$ cat src/rtl/rdr_pkg.sv
// Shared constants and state type for the Wishbone B3 burst reader.
package rdr_pkg;

  localparam logic [2:0] CTI_CLASSIC = 3'b000;
  localparam logic [2:0] CTI_INCR    = 3'b010;
  localparam logic [2:0] CTI_EOB     = 3'b111;

  localparam logic [1:0] BTE_LINEAR = 2'b00;
  localparam logic [1:0] BTE_WRAP4  = 2'b01;
  localparam logic [1:0] BTE_WRAP8  = 2'b10;
  localparam logic [1:0] BTE_WRAP16 = 2'b11;

  typedef enum logic [1:0] {
    IDLE,
    WAIT_SPACE,
    BURST
  } rdr_state_e;

  // Byte-offset mask of the wrap window; zero means linear increment.
  function automatic logic [5:0] wrap_mask(input logic [1:0] bte);
    case (bte)
      BTE_WRAP4:  wrap_mask = 6'h0f;
      BTE_WRAP8:  wrap_mask = 6'h1f;
      BTE_WRAP16: wrap_mask = 6'h3f;
      default:    wrap_mask = 6'h00;
    endcase
  endfunction

endpackage

$ cat src/rtl/wb_rd_fifo.sv
// Synchronous read-data FIFO with same-cycle push/pop and a free-word count.
module wb_rd_fifo #(
  parameter int DW    = 32,
  parameter int DEPTH = 16,
  localparam int PW   = $clog2(DEPTH),
  localparam int CW   = PW + 1
) (
  input  logic          clk,
  input  logic          rst_n,
  input  logic          push_i,
  input  logic [DW-1:0] push_data_i,
  input  logic          pop_i,
  output logic          rd_valid_o,
  output logic [DW-1:0] rd_data_o,
  output logic [CW-1:0] free_o
);

  logic [DW-1:0] mem_q [DEPTH];
  logic [PW-1:0] wr_ptr_q, wr_ptr_d;
  logic [PW-1:0] rd_ptr_q, rd_ptr_d;
  logic [CW-1:0] count_q, count_d;
  logic          pop;

  assign pop        = pop_i && (count_q != '0);
  assign rd_valid_o = (count_q != '0);
  assign rd_data_o  = mem_q[rd_ptr_q];
  assign free_o     = CW'(DEPTH) - count_q;

  always_comb begin
    wr_ptr_d = wr_ptr_q + PW'(push_i);
    rd_ptr_d = rd_ptr_q + PW'(pop);
    count_d  = count_q + CW'(push_i) - CW'(pop);
  end

  always_ff @(posedge clk or negedge rst_n) begin
    if (!rst_n) begin
      wr_ptr_q <= '0;
      rd_ptr_q <= '0;
      count_q  <= '0;
    end else begin
      wr_ptr_q <= wr_ptr_d;
      rd_ptr_q <= rd_ptr_d;
      count_q  <= count_d;
    end
  end

  always_ff @(posedge clk) begin
    if (push_i) mem_q[wr_ptr_q] <= push_data_i;
  end

  // The reader only launches bursts that fit, so a push into a full FIFO is a design bug.
  a_no_overflow: assert property (@(posedge clk) disable iff (!rst_n)
    !(push_i && (count_q == CW'(DEPTH))));

endmodule

$ cat src/rtl/wb_b3_burst_reader.sv
// Wishbone B3 incrementing-burst read master feeding a local FIFO.
// Define RDR_WRAP_BURST_EN to enable wrap bursts driven by cmd_bte_i.
module wb_b3_burst_reader
  import rdr_pkg::*;
#(
  parameter int AW         = 32,
  parameter int DW         = 32,
  parameter int FIFO_DEPTH = 16
) (
  input  logic          wb_clk_i,
  input  logic          wb_rst_n_i,
  input  logic          cmd_valid_i,
  output logic          cmd_ready_o,
  input  logic [AW-1:0] cmd_adr_i,
  input  logic [4:0]    cmd_len_i,
  input  logic [1:0]    cmd_bte_i,
  output logic          rd_valid_o,
  input  logic          rd_ready_i,
  output logic [DW-1:0] rd_data_o,
  output logic          done_o,
  output logic          err_o,
  output logic [AW-1:0] wb_adr_o,
  output logic [2:0]    wb_cti_o,
  output logic [1:0]    wb_bte_o,
  output logic          wb_cyc_o,
  output logic          wb_stb_o,
  output logic          wb_we_o,
  output logic [3:0]    wb_sel_o,
  input  logic [DW-1:0] wb_dat_i,
  input  logic          wb_ack_i,
  input  logic          wb_err_i,
  input  logic          wb_rty_i
);

  localparam int CW = $clog2(FIFO_DEPTH) + 1;

  rdr_state_e    state_q, state_d;
  logic [AW-1:0] adr_q, adr_d;
  logic [4:0]    rem_q, rem_d;
  logic [1:0]    bte_q, bte_d;
  logic [2:0]    cti_q, cti_d;
  logic          cyc_q, cyc_d;
  logic          done_q, done_d;
  logic          err_q, err_d;

  logic [1:0]    bte_cmd;
  logic [CW-1:0] free_w;
  logic [CW:0]   space_w;
  logic          push_w;
  logic          pop_w;
  logic          unused_ok;

`ifdef RDR_WRAP_BURST_EN
  assign bte_cmd = cmd_bte_i;
`else
  assign bte_cmd = BTE_LINEAR;
`endif

  assign unused_ok = ^{cmd_adr_i[1:0], cmd_bte_i, wb_rty_i};

  function automatic logic [AW-1:0] next_adr(input logic [AW-1:0] a, input logic [1:0] bte);
    logic [5:0] m;
    logic [5:0] lo;
    m  = wrap_mask(bte);
    lo = a[5:0] + 6'd4;
    if (m == 6'd0) next_adr = a + AW'(4);
    else           next_adr = {a[AW-1:6], (a[5:0] & ~m) | (lo & m)};
  endfunction

  assign pop_w  = rd_valid_o && rd_ready_i;
  assign push_w = (state_q == BURST) && wb_ack_i && !wb_err_i;
  // A pop taken this edge frees its slot before any beat of the new burst can land.
  assign space_w = {1'b0, free_w} + {{CW{1'b0}}, pop_w};

  always_comb begin
    state_d = state_q;
    adr_d   = adr_q;
    rem_d   = rem_q;
    bte_d   = bte_q;
    cti_d   = cti_q;
    cyc_d   = cyc_q;
    done_d  = 1'b0;
    err_d   = 1'b0;
    case (state_q)
      IDLE: begin
        if (cmd_valid_i) begin
          adr_d = {cmd_adr_i[AW-1:2], 2'b00};
          rem_d = cmd_len_i;
          bte_d = bte_cmd;
          if (cmd_len_i == 5'd0) begin
            done_d = 1'b1;
          end else if (space_w >= {{(CW-4){1'b0}}, cmd_len_i}) begin
            cyc_d   = 1'b1;
            cti_d   = (cmd_len_i == 5'd1) ? CTI_CLASSIC : CTI_INCR;
            state_d = BURST;
          end else begin
            state_d = WAIT_SPACE;
          end
        end
      end
      WAIT_SPACE: begin
        if (space_w >= {{(CW-4){1'b0}}, rem_q}) begin
          cyc_d   = 1'b1;
          cti_d   = (rem_q == 5'd1) ? CTI_CLASSIC : CTI_INCR;
          state_d = BURST;
        end
      end
      BURST: begin
        if (wb_err_i) begin
          cyc_d   = 1'b0;
          cti_d   = CTI_CLASSIC;
          rem_d   = 5'd0;
          err_d   = 1'b1;
          state_d = IDLE;
        end else if (wb_ack_i) begin
          rem_d = rem_q - 5'd1;
          if (rem_q == 5'd1) begin
            cyc_d   = 1'b0;
            cti_d   = CTI_CLASSIC;
            done_d  = 1'b1;
            state_d = IDLE;
          end else begin
            adr_d = next_adr(adr_q, bte_q);
            cti_d = (rem_q == 5'd2) ? CTI_EOB : CTI_INCR;
          end
        end
      end
      default: state_d = IDLE;
    endcase
  end

  always_ff @(posedge wb_clk_i or negedge wb_rst_n_i) begin
    if (!wb_rst_n_i) begin
      state_q <= IDLE;
      adr_q   <= '0;
      rem_q   <= '0;
      bte_q   <= BTE_LINEAR;
      cti_q   <= CTI_CLASSIC;
      cyc_q   <= 1'b0;
      done_q  <= 1'b0;
      err_q   <= 1'b0;
    end else begin
      state_q <= state_d;
      adr_q   <= adr_d;
      rem_q   <= rem_d;
      bte_q   <= bte_d;
      cti_q   <= cti_d;
      cyc_q   <= cyc_d;
      done_q  <= done_d;
      err_q   <= err_d;
    end
  end

  wb_rd_fifo #(
    .DW    (DW),
    .DEPTH (FIFO_DEPTH)
  ) u_fifo (
    .clk         (wb_clk_i),
    .rst_n       (wb_rst_n_i),
    .push_i      (push_w),
    .push_data_i (wb_dat_i),
    .pop_i       (rd_ready_i),
    .rd_valid_o  (rd_valid_o),
    .rd_data_o   (rd_data_o),
    .free_o      (free_w)
  );

  assign cmd_ready_o = (state_q == IDLE);
  assign done_o      = done_q;
  assign err_o       = err_q;
  assign wb_adr_o    = adr_q;
  assign wb_cti_o    = cti_q;
  assign wb_bte_o    = bte_q;
  assign wb_cyc_o    = cyc_q;
  assign wb_stb_o    = cyc_q;
  assign wb_we_o     = 1'b0;
  assign wb_sel_o    = 4'hf;

endmodule
$ cat config.mk
export PLATFORM = sky130hd
export DESIGN_NAME = wb_b3_burst_reader
export DESIGN_NICKNAME = d
export VERILOG_FILES = /design/src/rtl/rdr_pkg.sv /design/src/rtl/wb_rd_fifo.sv /design/src/rtl/wb_b3_burst_reader.sv
export SDC_FILE = /design/constraint.sdc
export NUM_CORES = 1
export LEC_CHECK = 0
export CORE_AREA = 2 2 309 311
export CTS_CLUSTER_SIZE = 8
export DETAILED_ROUTE_END_ITERATION = 10
export DIE_AREA = 0 0 311 313
export PLACE_DENSITY_LB_ADDON = 0.25
export SYNTH_ARGS = -nofsm -noshare
export SYNTH_HDL_FRONTEND = slang
export SYNTH_SLANG_ARGS = --single-unit
$ cat constraint.sdc
create_clock -name wb_clk_i -period 5.15 [get_ports wb_clk_i]
set_clock_uncertainty 0.1 [all_clocks]
set_input_delay 0.515 -clock wb_clk_i [delete_from_list [all_inputs] [get_ports wb_clk_i]]
set_output_delay 0.515 -clock wb_clk_i [all_outputs]
set_load 0.05 [all_outputs]
==> tab_implementation.tex <==
\begin{tabular}{lr}
\hline
Metric & Value \\
\hline
\multicolumn{2}{l}{\textbf{GRT}} \\
Number of global-route vias before repair & 14000 \\
Met3 Use GR & 2.50\% \\
Wire length of the first global-routing pass & 89300 um \\
Met2 track utilization from global routing & 20.5\% \\
Grt total ovfl & 0 \\
Global Route Usage Sum & 12.3\% \\
Global route hottest layer & met2 \\
Largest net degree at the start of global routing & 56 \\
Number of antenna violations at the first check in global routing & 3 \\
Met1 track demand over resource & 16.0\% \\
\multicolumn{2}{l}{\textbf{Routing}} \\
Number of iterations in the first detailed-routing pass & 5 \\
1st-iter DRT viols & 829 \\
DRC & 0 \\
WL final & 60200 um \\
Via-per-instance ratio & 4.52 \\
Per-cell routed wire length & 20.8 um \\
ANT nets after route & 0 \\
Via Count & 13100 \\
\multicolumn{2}{l}{\textbf{Critical path}} \\
Setup slack, reg-to-reg & 1.24 ns \\
Startpoint kind of the worst setup timing path & flop \\
Worst setup path category & flop to output port \\
Worst Path Max Fanout & 22 \\
Required time of the critical path & 4.53 ns \\
Arrival time worst endpoint & 3.90 ns \\
Launching point of the worst reg2reg path & u\_fifo.count\_q[1]\$\_DFF\_PN0\_ \\
Crit. End Element & output port \\
Capture point of the worst path & rd\_data\_o[3] \\
RR Endpoint & wb\_cti\_o[1]\$\_DFFE\_PN0P\_ \\
Origin of the worst setup path & u\_fifo.rd\_ptr\_q[2]\$\_DFF\_PN0\_ \\
Depth of the worst register-to-register path & 15 \\
\multicolumn{2}{l}{\textbf{Floorplanning}} \\
Die outline area & 97300 um2 \\
Die height & 313 um \\
Number of top-level pins & 158 \\
Starting density of the core & 24.8\% \\
Floorplan die width & 311 um \\
Placeable Area & 94200 um2 \\
\# rows & 113 \\
\multicolumn{2}{l}{\textbf{STA}} \\
Worst Tran Pin Value & 1.09 ns \\
Setup repair after global routing missed its margin & no \\
Final hold slack & 0.406 ns \\
Number of endpoints with negative hold slack in the final report & 0 \\
Min Clock Period, post-route & 4.51 ns \\
Endpoints failing setup & 0 \\
Final period utilization & 87.6\% \\
Achievable clock frequency & 222 MHz \\
Worst relative slew slack & 27.4\% \\
Number of pins exceeding their max-slew limit in the final report & 0 \\
Final TNS setup & 0 ns \\
\multicolumn{2}{l}{\textbf{CTS}} \\
TritonCTS sink count & 567 \\
Clock Path Buffers & 3 \\
CTS tree & built \\
Number of instances resized during post-cts repair & 0 \\
CTS buffer count & 81 \\
Library cell used as clock root buffer & clkbuf\_16 \\
Total number of H-tree levels & 3 \\
Clock transition at the register clock pins on the worst setup and hold paths after CTS & 0.05 ns \\
Source-to-sink clock delay at the later pin of the worst-skew pair & 0.61 ns \\
Buffer count from post-CTS setup fixing & 0 \\
\multicolumn{2}{l}{\textbf{Layout}} \\
Number of nets at the end of the flow & 1713 \\
Area taken by multi-input logic gates & 6290 um2 \\
Fraction of layout cells with a size suffix above 1 & 15.9\% \\
Utilization after layout & 30.7\% \\
Layout-stage area growth over the synthesis result & 23.6\% \\
Antenna diode count & 0 \\
Register Area & 16800 um2 \\
Count of non-filler cells in the finished layout & 2897 \\
Number of fill cells & 9298 \\
\multicolumn{2}{l}{\textbf{Power}} \\
Total power density per cell area & 603 nW/um2 \\
Leakage component of the power & 9.64 nW \\
Worst IR Drop VDD & 336 uV \\
\multicolumn{2}{l}{\textbf{Min path}} \\
Hold/Removal Path Class & input pin to flop \\
\multicolumn{2}{l}{\textbf{Logic synthesis}} \\
Count of state elements after synthesis & 567 \\
Library cells used by synthesis & 66 \\
Largest family of logic cells by synthesized area & multiplexers \\
Mapped cell area & 23400 um2 \\
Post-synthesis adder-cell area fraction & 1.85\% \\
Number of flops mapped to enable cells by yosys & 512 \\
Share of the synthesized area in compound gates (AO/OA/AOI/OAI) & 7.01\% \\
Fraction of registers with async set or reset after synthesis & 9.70\% \\
Fraction of synthesized area in multiplexers & 12.1\% \\
Parity-gate share of the synthesized area counting xor and xnor cells & 0.487\% \\
Most used flip-flop cell after synthesis & edfxtp\_1 \\
Share of synthesized cell area in and, or, nand and nor gates & 4.79\% \\
Syn\_area\_per\_cell & 16.7 um2 \\
Yosys warning total & 0 \\
Post-synthesis instance total & 1403 \\
Proportion of synthesized chip area in sequential cells & 71.7\% \\
\multicolumn{2}{l}{\textbf{Placement}} \\
Gpl congestion & 0.727 \\
HPWL after DPL & 35000 um \\
Number of port buffers & 143 \\
Cell Count Post-Placement & 2782 \\
\multicolumn{2}{l}{\textbf{Run status}} \\
Status & finished clean \\
\multicolumn{2}{l}{\textbf{Job}} \\
Max-capacitance violation count & 0 \\
\hline
\end{tabular}
## stage by stage
step	setup slack [ns]	power, mW	instance area [um2]
after floorplan	0.856	10.5	23400
after CTS	0.598	17.7	28900
final	0.640	17.4	28900
after detailed placement	1.16	12.8	26600
after global placement	1.18	12.7	26600
after global routing	0.512	18.3	28900
## synth_stat cells, types with 3 or more instances
cell | instances | area share [%]
a21oi_1 | 51 | 1.1
a221oi_1 | 33 | 1.2
a22oi_1 | 44 | 1.4
and2_1 | 3 | 0.080
and3_2 | 4 | 0.13
and4_1 | 3 | 0.11
buf_1 | 4 | 0.064
buf_2 | 27 | 0.58
buf_4 | 12 | 0.39
clkbuf_1 | 35 | 0.56
dfrtp_1 | 55 | 5.9
edfxtp_1 | 512 | 66
ha_1 | 33 | 1.8
inv_1 | 27 | 0.43
mux2_2 | 29 | 1.4
mux2i_1 | 106 | 4.5
mux4_2 | 64 | 6.2
nand2_1 | 84 | 1.3
nand2b_1 | 8 | 0.21
nand3_1 | 16 | 0.34
nand4_1 | 10 | 0.27
nor2_1 | 42 | 0.67
nor2b_1 | 5 | 0.13
nor3_1 | 21 | 0.45
nor4_1 | 5 | 0.13
o21ai_0 | 86 | 1.8
o22ai_1 | 10 | 0.27
o31ai_1 | 3 | 0.096
or2_2 | 3 | 0.080
or3_1 | 5 | 0.13
xnor2_1 | 7 | 0.26
xor2_1 | 6 | 0.22
## timing repair
item | in CTS | in global routing
endpoints found under the setup margin | 0 | 0
hold buffers | 1 | 0
hold endpoints to repair | 46 | 0
## cell families (layout without fill, tap and decap cells)
kind of cell               after synthesis  after routing
adders and majority gates               34             34
and+or+nand+nor                        225            225
DFF                                    567            567
other                                    2              9
buffers and inverters                  106            328
AOI/OAI and AO/OA                      257            257
muxes                                  199            199
xor gates and xnor gates                13             13
## final cells by class
class	instances	area share, %
clock inverters	5	0.399
clock buffers	109	7.46
well taps	1265	5.48
flip-flops and latches	567	58.0
multi-input cells	737	21.8
repair buffers	186	6.50
inverters	28	0.364
## sequential cells by signal, summed over array words and instances, names as in the netlist
name and cells:
u_fifo.rd_ptr_q 4, done_o 1, u_fifo.mem_q 512, u_fifo.wr_ptr_q 4, state_q 2, wb_adr_o 30, wb_cti_o 2, err_o 1
u_fifo.count_q 5, wb_cyc_o 1, rem_q 5
## where the power goes
group / switching, mW / internal [mW]
Sequential: 0.524 / 5.35
Combinational: 4.21 / 2.53
Clock: 1.87 / 2.93
Total: 6.60 / 10.8
## metal layers
layer	up-vias	wire length [um]
met5	-	38
met4	6	1240
met3	84	2950
met2	330	29100
met1	6727	26800
li1	5960	-
## worst min-delay path by stage
stage | cells after the start | endpoint | slack (ns) | from
after floorplan | 0 | done_o$_DFF_PN0_ | 0.12 | wb_rst_n_i
after global placement | 1 | wb_cti_o[1]$_DFFE_PN0P_ | 0.40 | wb_cti_o[1]$_DFFE_PN0P_
after detailed placement | 1 | wb_cti_o[1]$_DFFE_PN0P_ | 0.42 | wb_cti_o[1]$_DFFE_PN0P_
after CTS | 3 | wb_adr_o[31]$_DFFE_PN0P_ | 0.35 | cmd_adr_i[31]
after global routing | 3 | wb_adr_o[31]$_DFFE_PN0P_ | 0.38 | cmd_adr_i[31]
final | 3 | wb_adr_o[31]$_DFFE_PN0P_ | 0.41 | cmd_adr_i[31]
## critical path: stages (launching register included)
cell             delay [ns]
dfrtp_2                0.75
nor2b_4                0.77
buf_4                  0.48
a221oi_1               0.19
a22oi_1                0.25
nand2_1                0.12
clkdlybuf4s50_1        0.72
## placed cells by master (no fill, tap or decap), types with 12 or more instances in the layout
master           synthesis  final
dfrtp_1                 55     51
buf_4                   12     32
o21ai_0                 86     86
nor3_1                  21     17
nand3_1                 16     16
a22oi_1                 44     44
clkbuf_16                0     82
a221oi_1                33     33
edfxtp_1               512    512
clkbuf_1                35     27
nand2_1                 84     84
clkdlybuf4s50_1          0    142
ha_1                    33     33
mux2_2                  29     29
mux2i_1                106    106
inv_1                   27     27
mux4_2                  64     64
a21oi_1                 51     51
nor2_4                   0     12
nor2_1                  42     30
(Power assumes the default switching activity.)
